### config.mk
export PLATFORM = sky130hd
export DESIGN_NAME = fetch_pc_unit_flat
export DESIGN_NICKNAME = d
export VERILOG_FILES = /design/src/rtl/fetch_pc_unit_if.sv /design/src/rtl/fetch_pc_unit.sv /design/src/flat_wrapper.sv
export SDC_FILE = /design/constraint.sdc
export NUM_CORES = 1
export LEC_CHECK = 0
export BUFFER_PORTS_ARGS = -buffer_cell sky130_fd_sc_hd__buf_2
export CAP_MARGIN = 15
export CORE_AREA = 2 2 92 94
export DETAILED_ROUTE_END_ITERATION = 10
export DIE_AREA = 0 0 94 96
export PLACE_DENSITY = 0.78
export SYNTH_ARGS = -nofsm -noshare
export SYNTH_HDL_FRONTEND = slang
export SYNTH_SLANG_ARGS = --single-unit
### constraint.sdc
create_clock -name clk -period 6.24 [get_ports clk]
set_clock_uncertainty 0.05 [all_clocks]
set_input_delay 1.248 -clock clk [delete_from_list [all_inputs] [get_ports clk]]
set_output_delay 1.248 -clock clk [all_outputs]
set_load 0.1 [all_outputs]
### src/rtl/fetch_pc_unit_if.sv
// ---------------------------------------------------------------------------
// fetch_pc_if
//   Groups the control inputs and fetch outputs of fetch_pc_unit.
//
//   Handshake: PC is a usable fetch address only in cycles where
//   fetch_valid=1. There is no ready back-pressure. Instead, the consumer
//   holds the PC with stall=1, which leaves PC, fetch_valid and fetch_count
//   unchanged on the next edge.
//
//   Signals (driver -> unit):
//     stall, PCSrc, PCTarget[31:0], halt_req, resume
//   Signals (unit -> consumer):
//     PC[31:0], PCPlus4[31:0], fetch_valid, fault, state[1:0],
//     fetch_count[31:0]
//
//   Modports:
//     master : drives the controls and observes the outputs (core / bench)
//     slave  : the fetch PC unit itself
// ---------------------------------------------------------------------------
interface fetch_pc_if;
    logic        stall;
    logic        PCSrc;
    logic [31:0] PCTarget;
    logic        halt_req;
    logic        resume;
    logic [31:0] PC;
    logic [31:0] PCPlus4;
    logic        fetch_valid;
    logic        fault;
    logic [1:0]  state;
    logic [31:0] fetch_count;

    modport master (
        output stall, PCSrc, PCTarget, halt_req, resume,
        input  PC, PCPlus4, fetch_valid, fault, state, fetch_count
    );

    modport slave (
        input  stall, PCSrc, PCTarget, halt_req, resume,
        output PC, PCPlus4, fetch_valid, fault, state, fetch_count
    );
endinterface

### src/rtl/fetch_pc_unit.sv
// ---------------------------------------------------------------------------
// fetch_pc_unit
//   Program-counter generator for the instruction fetch stage.
//
//   Behaviour:
//     - Starts in BOOT after reset and moves to RUN on the next edge.
//     - In RUN, it steps PC by 4 or follows a redirect. Each advance
//       increments fetch_count, which saturates at its maximum value.
//     - It can halt and later resume.
//     - An illegal redirect target parks the unit in FAULT until reset.
//
//   Ports:
//     clk : rising-edge clock
//     rst : asynchronous active-high reset
//     bus : fetch_pc_if.slave
//       inputs  : stall, PCSrc, PCTarget, halt_req, resume
//       outputs : PC, PCPlus4 (combinational), fetch_valid, fault,
//                 state (BOOT=0, RUN=1, HALT=2, FAULT=3), fetch_count
//
//   Parameters:
//     RESET_VECTOR : word-aligned PC loaded on reset and used as the wrap
//                    target
//     IMEM_WORDS   : instruction memory depth in 32-bit words
// ---------------------------------------------------------------------------
module fetch_pc_unit #(
    parameter logic [31:0] RESET_VECTOR = 32'h0000_0000,
    parameter int unsigned IMEM_WORDS   = 1024
) (
    input  logic            clk,
    input  logic            rst,
    fetch_pc_if.slave       bus
);

    typedef enum logic [1:0] {
        BOOT  = 2'd0,
        RUN   = 2'd1,
        HALT  = 2'd2,
        FAULT = 2'd3
    } state_e;

    // One past the last legal byte address. It is held at 33 bits so that a
    // memory filling the whole 4 GiB space does not overflow the compare.
    localparam logic [32:0] PC_LIMIT = 33'(IMEM_WORDS) << 2;

    state_e      state_q, state_d;
    logic [31:0] pc_q, pc_d;
    logic        fetch_valid_q, fetch_valid_d;
    logic        fault_q, fault_d;
    logic [31:0] count_q, count_d;

    logic [32:0] pc_plus4_wide;
    logic        seq_wraps;
    logic        target_legal;
    logic [31:0] count_inc;

    // The carry bit is kept so that PC+4 overflowing 2^32 is still seen as
    // leaving the legal range.
    assign pc_plus4_wide = {1'b0, pc_q} + 33'd4;
    assign seq_wraps     = (pc_plus4_wide >= PC_LIMIT);
    assign target_legal  = (bus.PCTarget[1:0] == 2'b00) &&
                           ({1'b0, bus.PCTarget} < PC_LIMIT);
    assign count_inc     = (count_q == 32'hFFFF_FFFF) ? count_q : count_q + 32'd1;

    always_ff @(posedge clk or posedge rst) begin
        if (rst) begin
            state_q       <= BOOT;
            pc_q          <= RESET_VECTOR;
            fetch_valid_q <= 1'b0;
            fault_q       <= 1'b0;
            count_q       <= 32'd0;
        end else begin
            state_q       <= state_d;
            pc_q          <= pc_d;
            fetch_valid_q <= fetch_valid_d;
            fault_q       <= fault_d;
            count_q       <= count_d;
        end
    end

    always_comb begin
        state_d       = state_q;
        pc_d          = pc_q;
        fetch_valid_d = fetch_valid_q;
        fault_d       = fault_q;
        count_d       = count_q;

        case (state_q)
            BOOT: begin
                state_d       = RUN;
                fetch_valid_d = 1'b1;
            end
            RUN: begin
                // Priority: halt_req > stall > PCSrc > sequential.
                if (bus.halt_req) begin
                    state_d       = HALT;
                    fetch_valid_d = 1'b0;
                end else if (bus.stall) begin
                    // Hold everything.
                end else if (bus.PCSrc) begin
                    if (target_legal) begin
                        pc_d    = bus.PCTarget;
                        count_d = count_inc;
                    end else begin
                        state_d       = FAULT;
                        fault_d       = 1'b1;
                        fetch_valid_d = 1'b0;
                    end
                end else begin
                    pc_d    = seq_wraps ? RESET_VECTOR : pc_plus4_wide[31:0];
                    count_d = count_inc;
                end
            end
            HALT: begin
                fetch_valid_d = 1'b0;
                if (bus.resume) begin
                    state_d       = RUN;
                    fetch_valid_d = 1'b1;
                end
            end
            FAULT: begin
                fault_d       = 1'b1;
                fetch_valid_d = 1'b0;
            end
            default: begin
                state_d = BOOT;
            end
        endcase
    end

    assign bus.PC          = pc_q;
    assign bus.PCPlus4     = pc_plus4_wide[31:0];
    assign bus.fetch_valid = fetch_valid_q;
    assign bus.fault       = fault_q;
    assign bus.state       = state_q;
    assign bus.fetch_count = count_q;

endmodule
### src/flat_wrapper.sv
// flat-port wrapper written by rule: the top's interface ports become plain ports
module fetch_pc_unit_flat 
#(
    parameter logic [31:0] RESET_VECTOR = 32'h0000_0000,
    parameter int unsigned IMEM_WORDS   = 1024
)
  (clk, rst, bus_stall, bus_PCSrc, bus_PCTarget, bus_halt_req, bus_resume, bus_PC, bus_PCPlus4, bus_fetch_valid, bus_fault, bus_state, bus_fetch_count);
  fetch_pc_if bus_i ();
  input  logic clk;
  input  logic rst;
  input wire logic [$bits(bus_i.stall)-1:0] bus_stall;
  input wire logic [$bits(bus_i.PCSrc)-1:0] bus_PCSrc;
  input wire logic [$bits(bus_i.PCTarget)-1:0] bus_PCTarget;
  input wire logic [$bits(bus_i.halt_req)-1:0] bus_halt_req;
  input wire logic [$bits(bus_i.resume)-1:0] bus_resume;
  output wire logic [$bits(bus_i.PC)-1:0] bus_PC;
  output wire logic [$bits(bus_i.PCPlus4)-1:0] bus_PCPlus4;
  output wire logic [$bits(bus_i.fetch_valid)-1:0] bus_fetch_valid;
  output wire logic [$bits(bus_i.fault)-1:0] bus_fault;
  output wire logic [$bits(bus_i.state)-1:0] bus_state;
  output wire logic [$bits(bus_i.fetch_count)-1:0] bus_fetch_count;
  assign bus_i.stall = bus_stall;
  assign bus_i.PCSrc = bus_PCSrc;
  assign bus_i.PCTarget = bus_PCTarget;
  assign bus_i.halt_req = bus_halt_req;
  assign bus_i.resume = bus_resume;
  assign bus_PC = bus_i.PC;
  assign bus_PCPlus4 = bus_i.PCPlus4;
  assign bus_fetch_valid = bus_i.fetch_valid;
  assign bus_fault = bus_i.fault;
  assign bus_state = bus_i.state;
  assign bus_fetch_count = bus_i.fetch_count;
  fetch_pc_unit #(.RESET_VECTOR(RESET_VECTOR), .IMEM_WORDS(IMEM_WORDS)) u_core (.clk(clk), .rst(rst), .bus(bus_i));
endmodule
==> flow_metrics.tcl, run 1 <==
set metrics [dict create \
    run_status "complete, no violations" \
    worst-r2r-setup-slack_ns 2.81 \
    floorplan.die.height_um 96 \
    core.rowCount 33 \
    cellLeakagePower_nw 2.42 \
    vdd.ir_drop.worst_uv 155 \
    regToRegStartpoint "u_core.bus.PC[2]" \
    coreArea_um2 8050 \
    cts_root_buf "clkbuf_8" \
    worstHoldStart "u_core.bus.fault" \
    first_global_vias 3421 \
    synth_edf_count 0 \
    clkPwrFrac_pct 32.0 \
    worst_path_max_delay_cell "or4_1" \
    residual_drc 0 \
    vias_per_cell 5.65 \
    synth_seq_area_share_pct 43.8 \
    post-route-min-period_ns 4.06 \
    worstSetupStartpoint "u_core.bus.PC[10]" \
    fmax_mhz 246 \
    htree_num_levels 3 \
    maxSlewHeadroom_pct 38.3 \
    setup_repair_after_global_routing_missed_its_margin "no" \
    gr-usage-all-layers_pct 23.2 \
    hold_class "flop to flop" \
    numClockSinks 68 \
    area_of_the_die_um2 9020 \
    sw_frac_of_total_pct 38.9 \
    syn-num-nets 445 \
    layout_setup_ws_ns 2.18 \
    post_route_cells_drive_above_1_share_pct 32.0 \
    drt.antenna.violating_nets 0 \
    num_io_pins 138 \
    avgRoutedWirePerCell_um 15.8 \
    placed_cell_area_um2 4610 \
    crit_required_ns 4.94 \
    layout.filler_cells 732 \
    net-switching-power_mw 0.442 \
    num-nets-final 576 \
    proportion_of_power_drawn_by_flip_flops_and_latches_pct 42.1 \
    detail_route.iter0.violations 238 \
    routed_wl_um 10200 \
    post_cts_buffers 0 \
    worst_pin_slew_ns 0.923 \
    initial_core_util_pct 48.2 \
    cp_data_arrival_time_ns 2.77 \
    power.internal_mw 0.693 \
    setup_total_negative_slack_ns 0 \
    layout_worst_path_cycle_share_pct 65.1 \
    die_w_um 94 \
    r2r-end "u_core.bus.PC[4]" \
    synth-async-reset-ratio_pct 100 \
    final_hold_viols 0 \
    grt-ovfl-total 0 \
    antenna_cells 0 \
    syn_inst 404 \
    r2r.worst_path.cells 8 \
    power_density_nw_per_um2 236 \
    clk_transition_reported_paths_ns 0.07 \
    syn_area_um2 3880 \
    timing.final.setup_violations 0 \
    first_pass_iters 4 \
    cts.hold.buffers_added 0 \
    post-route-util_pct 59.8 \
    clock_latency_ns 0.34 \
    final_max_slew_viol_count 0 \
    p_comb_share_pct 25.8 \
    detailedPlacementHpwl_um 7550 \
    critical_path_class "flop to output port" \
    portBuffers 137 \
    syn2layout_area_growth_pct 24.0 \
    clock_tree.buffer_depth 2 \
    main_synth_ff_type "dfrtp_1" \
    maxCapViolCount 0 \
    gp_congestion 0.851 \
    crit_path_start_kind "flop" \
    cp-end-kind "output port" \
    fin_hold_ws_ns 0.429 \
    yosys_warnings 0 \
    pre_cts_slack_ns 2.38 \
    ys_ff_latch 68 \
    routed-via-count 3645 \
    tritoncts "yes" \
    cts_inserted_buffers 9 \
    grt_antenna_before_repair 0 \
    number_of_instances_on_the_worst_hold_path 1 \
    critical_path.cell_chain "nand4_4, or4_1, nor4_1, xor2_1, buf_2" \
    cell_area_after_layout_um2 4810 \
    cts.repair.resized 0 \
    critPathMaxFanout 10 \
    grt_max_degree 69 \
    grt_first_pass_wirelength_um 16600 \
    min_delay_worst_endpoint "u_core.bus.fault" \
    netlist-cell-type-count 48 \
    synthesis.area_per_instance_um2 9.61 \
    max_stage_delay_ns 0.68 \
]
## registers in the layout, indices dropped and copies added, names as in the netlist
name                    count
u_core.bus.PC              32
u_core.bus.fetch_count     32
u_core.bus.state            2
u_core.bus.fault            1
u_core.bus.fetch_valid      1
## cell families after synthesis
| family | count (synthesis) | synth area share [%] |
|---|---|---|
| fa+ha+maj | 3 | 0.967 |
| compound gates | 44 | 8.05 |
| xor+xnor | 56 | 12.6 |
| buf+inv | 26 | 3.32 |
| flops | 68 | 43.8 |
| mux | 1 | 0.290 |
| simple gates | 206 | 30.9 |
## power groups by stage
stage,combinational [mW],clock [mW],sequential (mW)
5_1_grt,0.307,0.393,0.480
3_3_place_gp,0.291,0,0.484
3_5_place_dp,0.294,0,0.485
2_1_floorplan,0.153,0,0.571
6_report,0.293,0.364,0.478
4_1_cts,0.294,0.369,0.477
## per-stage QoR
| stage | power [mW] | std cells |
|---|---|---|
| final | 1.13 | 645 |
| after global routing | 1.18 | 645 |
| after CTS | 1.14 | 645 |
| after detailed placement | 0.779 | 629 |
| after global placement | 0.775 | 629 |
| after floorplan | 0.724 | 404 |
## metal layers
metal,wire [um],GRT usage [%],vias up
li1,-,-,1716
met3,660,5.32,17
met4,170,5.92,0
met5,0,0,-
met1,4370,31.1,1774
met2,4980,38.4,138
## area by class of cell
| cell class | instances | area (um2) | area share, % |
|---|---|---|---|
| Tap cell | 105 | 131 | 2.73 |
| Clock buffer | 10 | 138 | 2.86 |
| Timing Repair Buffer | 139 | 701 | 14.6 |
| Sequential cell | 68 | 1700 | 35.3 |
| Inverter | 7 | 26.3 | 0.546 |
| Multi-Input combinational cell | 310 | 2050 | 42.6 |
| Clock inverter | 6 | 63.8 | 1.33 |
## cells in the final DEF, fill, tap and decap left out, drive strengths merged, types with 2 or more instances in the layout
| cell | n |
|---|---|
| nor3 | 12 |
| o21ai | 5 |
| o211ai | 5 |
| clkbuf | 10 |
| a31oi | 6 |
| ha | 3 |
| a311oi | 2 |
| or4 | 6 |
| and3 | 15 |
| xnor2 | 40 |
| o31ai | 3 |
| a21oi | 14 |
| buf | 139 |
| nand2 | 40 |
| a21boi | 3 |
| clkinvlp | 2 |
| nor4b | 4 |
| dfrtp | 68 |
| a211oi | 2 |
| and4 | 6 |
| xor2 | 16 |
| inv | 7 |
| nand4 | 31 |
| and2 | 20 |
| nand2b | 4 |
| nor4 | 10 |
| or3 | 5 |
| nand3 | 24 |
| nor2 | 27 |
| clkinv | 3 |
## worst max-delay path by stage
stage	to	slack (ns)	cells after the start
detailed placement	u_core.bus.PC[9]	2.38	7
floorplan	bus_PCPlus4[31]	1.15	6
global placement	u_core.bus.fetch_count[30]	2.50	7
global route	bus_PCPlus4[31]	2.00	5
CTS	bus_PCPlus4[31]	2.20	5
finish	bus_PCPlus4[31]	2.18	5
## Yosys cell counts (4+ instances only)
master    count  area, um2
buf_4         7       52.6
nand2_1      40        150
and2_1       19        119
clkbuf_1      8       30.0
a21oi_1      14       70.1
and3_1       15       93.8
nand3_1      22        110
or4_1         5       37.5
o21ai_0       4       20.0
xor2_1       16        140
nor2_1       26       97.6
and4_1        6       52.6
o211ai_1      5       37.5
a31oi_1       6       37.5
xnor2_1      40        350
nor4_1        6       37.5
nand2b_1      4       25.0
dfrtp_1      68       1700
inv_1         7       26.3
or3_1         5       31.3
nor3_1       12       60.1
nand4_1      28        175
## critical path, delay by kind of cell (launching register included)
kind | cells | cell delay, ns
XOR/XNOR | 1 | 0.17
buffers and inverters | 1 | 0.44
flip-flops | 1 | 0.56
AND/OR/NAND/NOR | 3 | 1.27
No activity file was read; power rests on OpenSTA's default activity.
==> run 2: changes to the inputs <==
- clock period: 6.24 -> 4.1 ns (I/O delays scaled with it)
==> flow_metrics.tcl, run 2 (synthesis results as in run 1) <==
set metrics [dict create \
    run_status "complete, no violations" \
    critPathMaxFanout 9 \
    routed-via-count 3662 \
    grt_first_pass_wirelength_um 16500 \
    hold_class "flop to flop" \
    clock_tree.buffer_depth 2 \
    post-route-util_pct 62.4 \
    r2r.worst_path.cells 9 \
    core.rowCount 33 \
    worst_pin_slew_ns 0.745 \
    critical_path_class "flop to output port" \
    num-nets-final 582 \
    cts.repair.resized 0 \
    htree_num_levels 3 \
    syn2layout_area_growth_pct 29.3 \
    met3_wirelength_um 889 \
    vdd.ir_drop.worst_uv 161 \
    grt_max_degree 52 \
    met1_length_um 4290 \
    timing.final.setup_violations 0 \
    cts.hold.buffers_added 0 \
    post-route-min-period_ns 3.76 \
    post_route_cells_drive_above_1_share_pct 35.7 \
    die_w_um 94 \
    fmax_mhz 266 \
    crit_required_ns 3.23 \
    portBuffers 137 \
    coreArea_um2 8050 \
    number_of_instances_on_the_worst_hold_path 1 \
    area_of_the_die_um2 9020 \
    maxCapViolCount 0 \
    final_max_slew_viol_count 0 \
    maxSlewHeadroom_pct 49.7 \
    detailedPlacementHpwl_um 7680 \
    detail_route.iter0.violations 182 \
    cts_inserted_buffers 9 \
    clk_transition_reported_paths_ns 0.07 \
    wire_length_on_met2_um 5010 \
    vias_per_cell 5.63 \
    crit_path_start_kind "flop" \
    avgRoutedWirePerCell_um 15.9 \
    grt_antenna_before_repair 1 \
    tritoncts "yes" \
    first_pass_iters 4 \
    cellLeakagePower_nw 2.55 \
    power_density_nw_per_um2 357 \
    cp_data_arrival_time_ns 2.89 \
    antenna_cells 0 \
    residual_drc 0 \
    total_power_mw 1.79 \
    num_io_pins 138 \
    gr-usage-all-layers_pct 23.3 \
    post_cts_buffers 0 \
    layout_commonest_cell "buf_2" \
    routed_wl_um 10400 \
    first_global_vias 3404 \
    cts_root_buf "clkbuf_8" \
    final_hold_viols 0 \
    routed.top_layer "met5" \
    drt.antenna.violating_nets 0 \
    numClockSinks 68 \
    setup_repair_after_global_routing_missed_its_margin "no" \
    final_cell_mix "137 x buf_2, 68 x dfrtp_1, 40 x nand2_1, 30 x xnor2_1, 28 x nand4_1" \
    gp_congestion 0.872 \
    worst-r2r-setup-slack_ns 1.06 \
    clock_latency_ns 0.34 \
    initial_core_util_pct 48.2 \
    grt-ovfl-total 0 \
    cp-end-kind "output port" \
    floorplan.die.height_um 96 \
    layout_worst_path_cycle_share_pct 91.8 \
]
run 2: changes by cell type in the layout (fill, tap and decap cells not counted):
| cell | before | now |
|---|---|---|
| buf_12 | 0 | 1 |
| clkinv_2 | 2 | 1 |
| xnor2_2 | 0 | 10 |
| clkinvlp_4 | 2 | 1 |
| buf_4 | 2 | 7 |
| bufinv_16 | 1 | 2 |
| xor2_1 | 16 | 8 |
| xnor2_1 | 40 | 30 |
| xor2_2 | 0 | 8 |
| clkbuf_1 | 0 | 2 |
| clkinv_4 | 1 | 0 |
run 2: metal layers:
layer / GRT usage, % / vias up
li1: - / 1720
met1: 29.9 / 1767
met2: 37.9 / 151
met4: 8.33 / 2
met5: 0 / -
met3: 6.66 / 22
run 2: where the power goes:
group | total [mW] | internal (mW) | switching, mW
clock | 0.610 | 0.359 | 0.251
combinational | 0.454 | 0.0751 | 0.379
sequential | 0.728 | 0.690 | 0.0386
total | 1.79 | 1.12 | 0.669
run 2: cell type report:
cell class / instances / area, um2
fill: 691 / 3030
clock buffer: 12 / 145
timing repair buffer: 145 / 758
tap: 105 / 131
sequential: 68 / 1700
multi-input combinational: 310 / 2190
inverter: 7 / 26.3
clock inverter: 4 / 72.6
run 2: final timing paths:
check,start,endpoint
hold / removal,u_core.bus.fault,u_core.bus.fault
setup / recovery,u_core.bus.PC[11],bus_PCPlus4[31]
setup reg to reg,u_core.bus.PC[3],u_core.bus.PC[4]
hold reg to reg,u_core.bus.fault,u_core.bus.fault
max in group asynchronous,rst,u_core.bus.PC[30]
min in group asynchronous,rst,u_core.bus.fetch_count[8]
run 2: stage by stage:
stage | hold WS [ns] | setup slack [ns] | std cells | TNS [ns] | cell area (um2)
after floorplan | 0.922 | -0.145 | 404 | -0.145 | 4020
after global placement | 0.396 | 0.783 | 634 | 0 | 4790
after detailed placement | 0.397 | 0.694 | 634 | 0 | 4790
after CTS | 0.421 | 0.319 | 650 | 0 | 5000
after global routing | 0.461 | 0.154 | 651 | 0 | 5020
final | 0.422 | 0.337 | 651 | 0 | 5020
run 2: worst max-delay path: stages, from the launching register on:
cell     delay [ns]
dfrtp_1        0.58
nand4_4        0.20
or4_1          0.69
nor4_1         0.50
xor2_2         0.15
buf_2          0.43
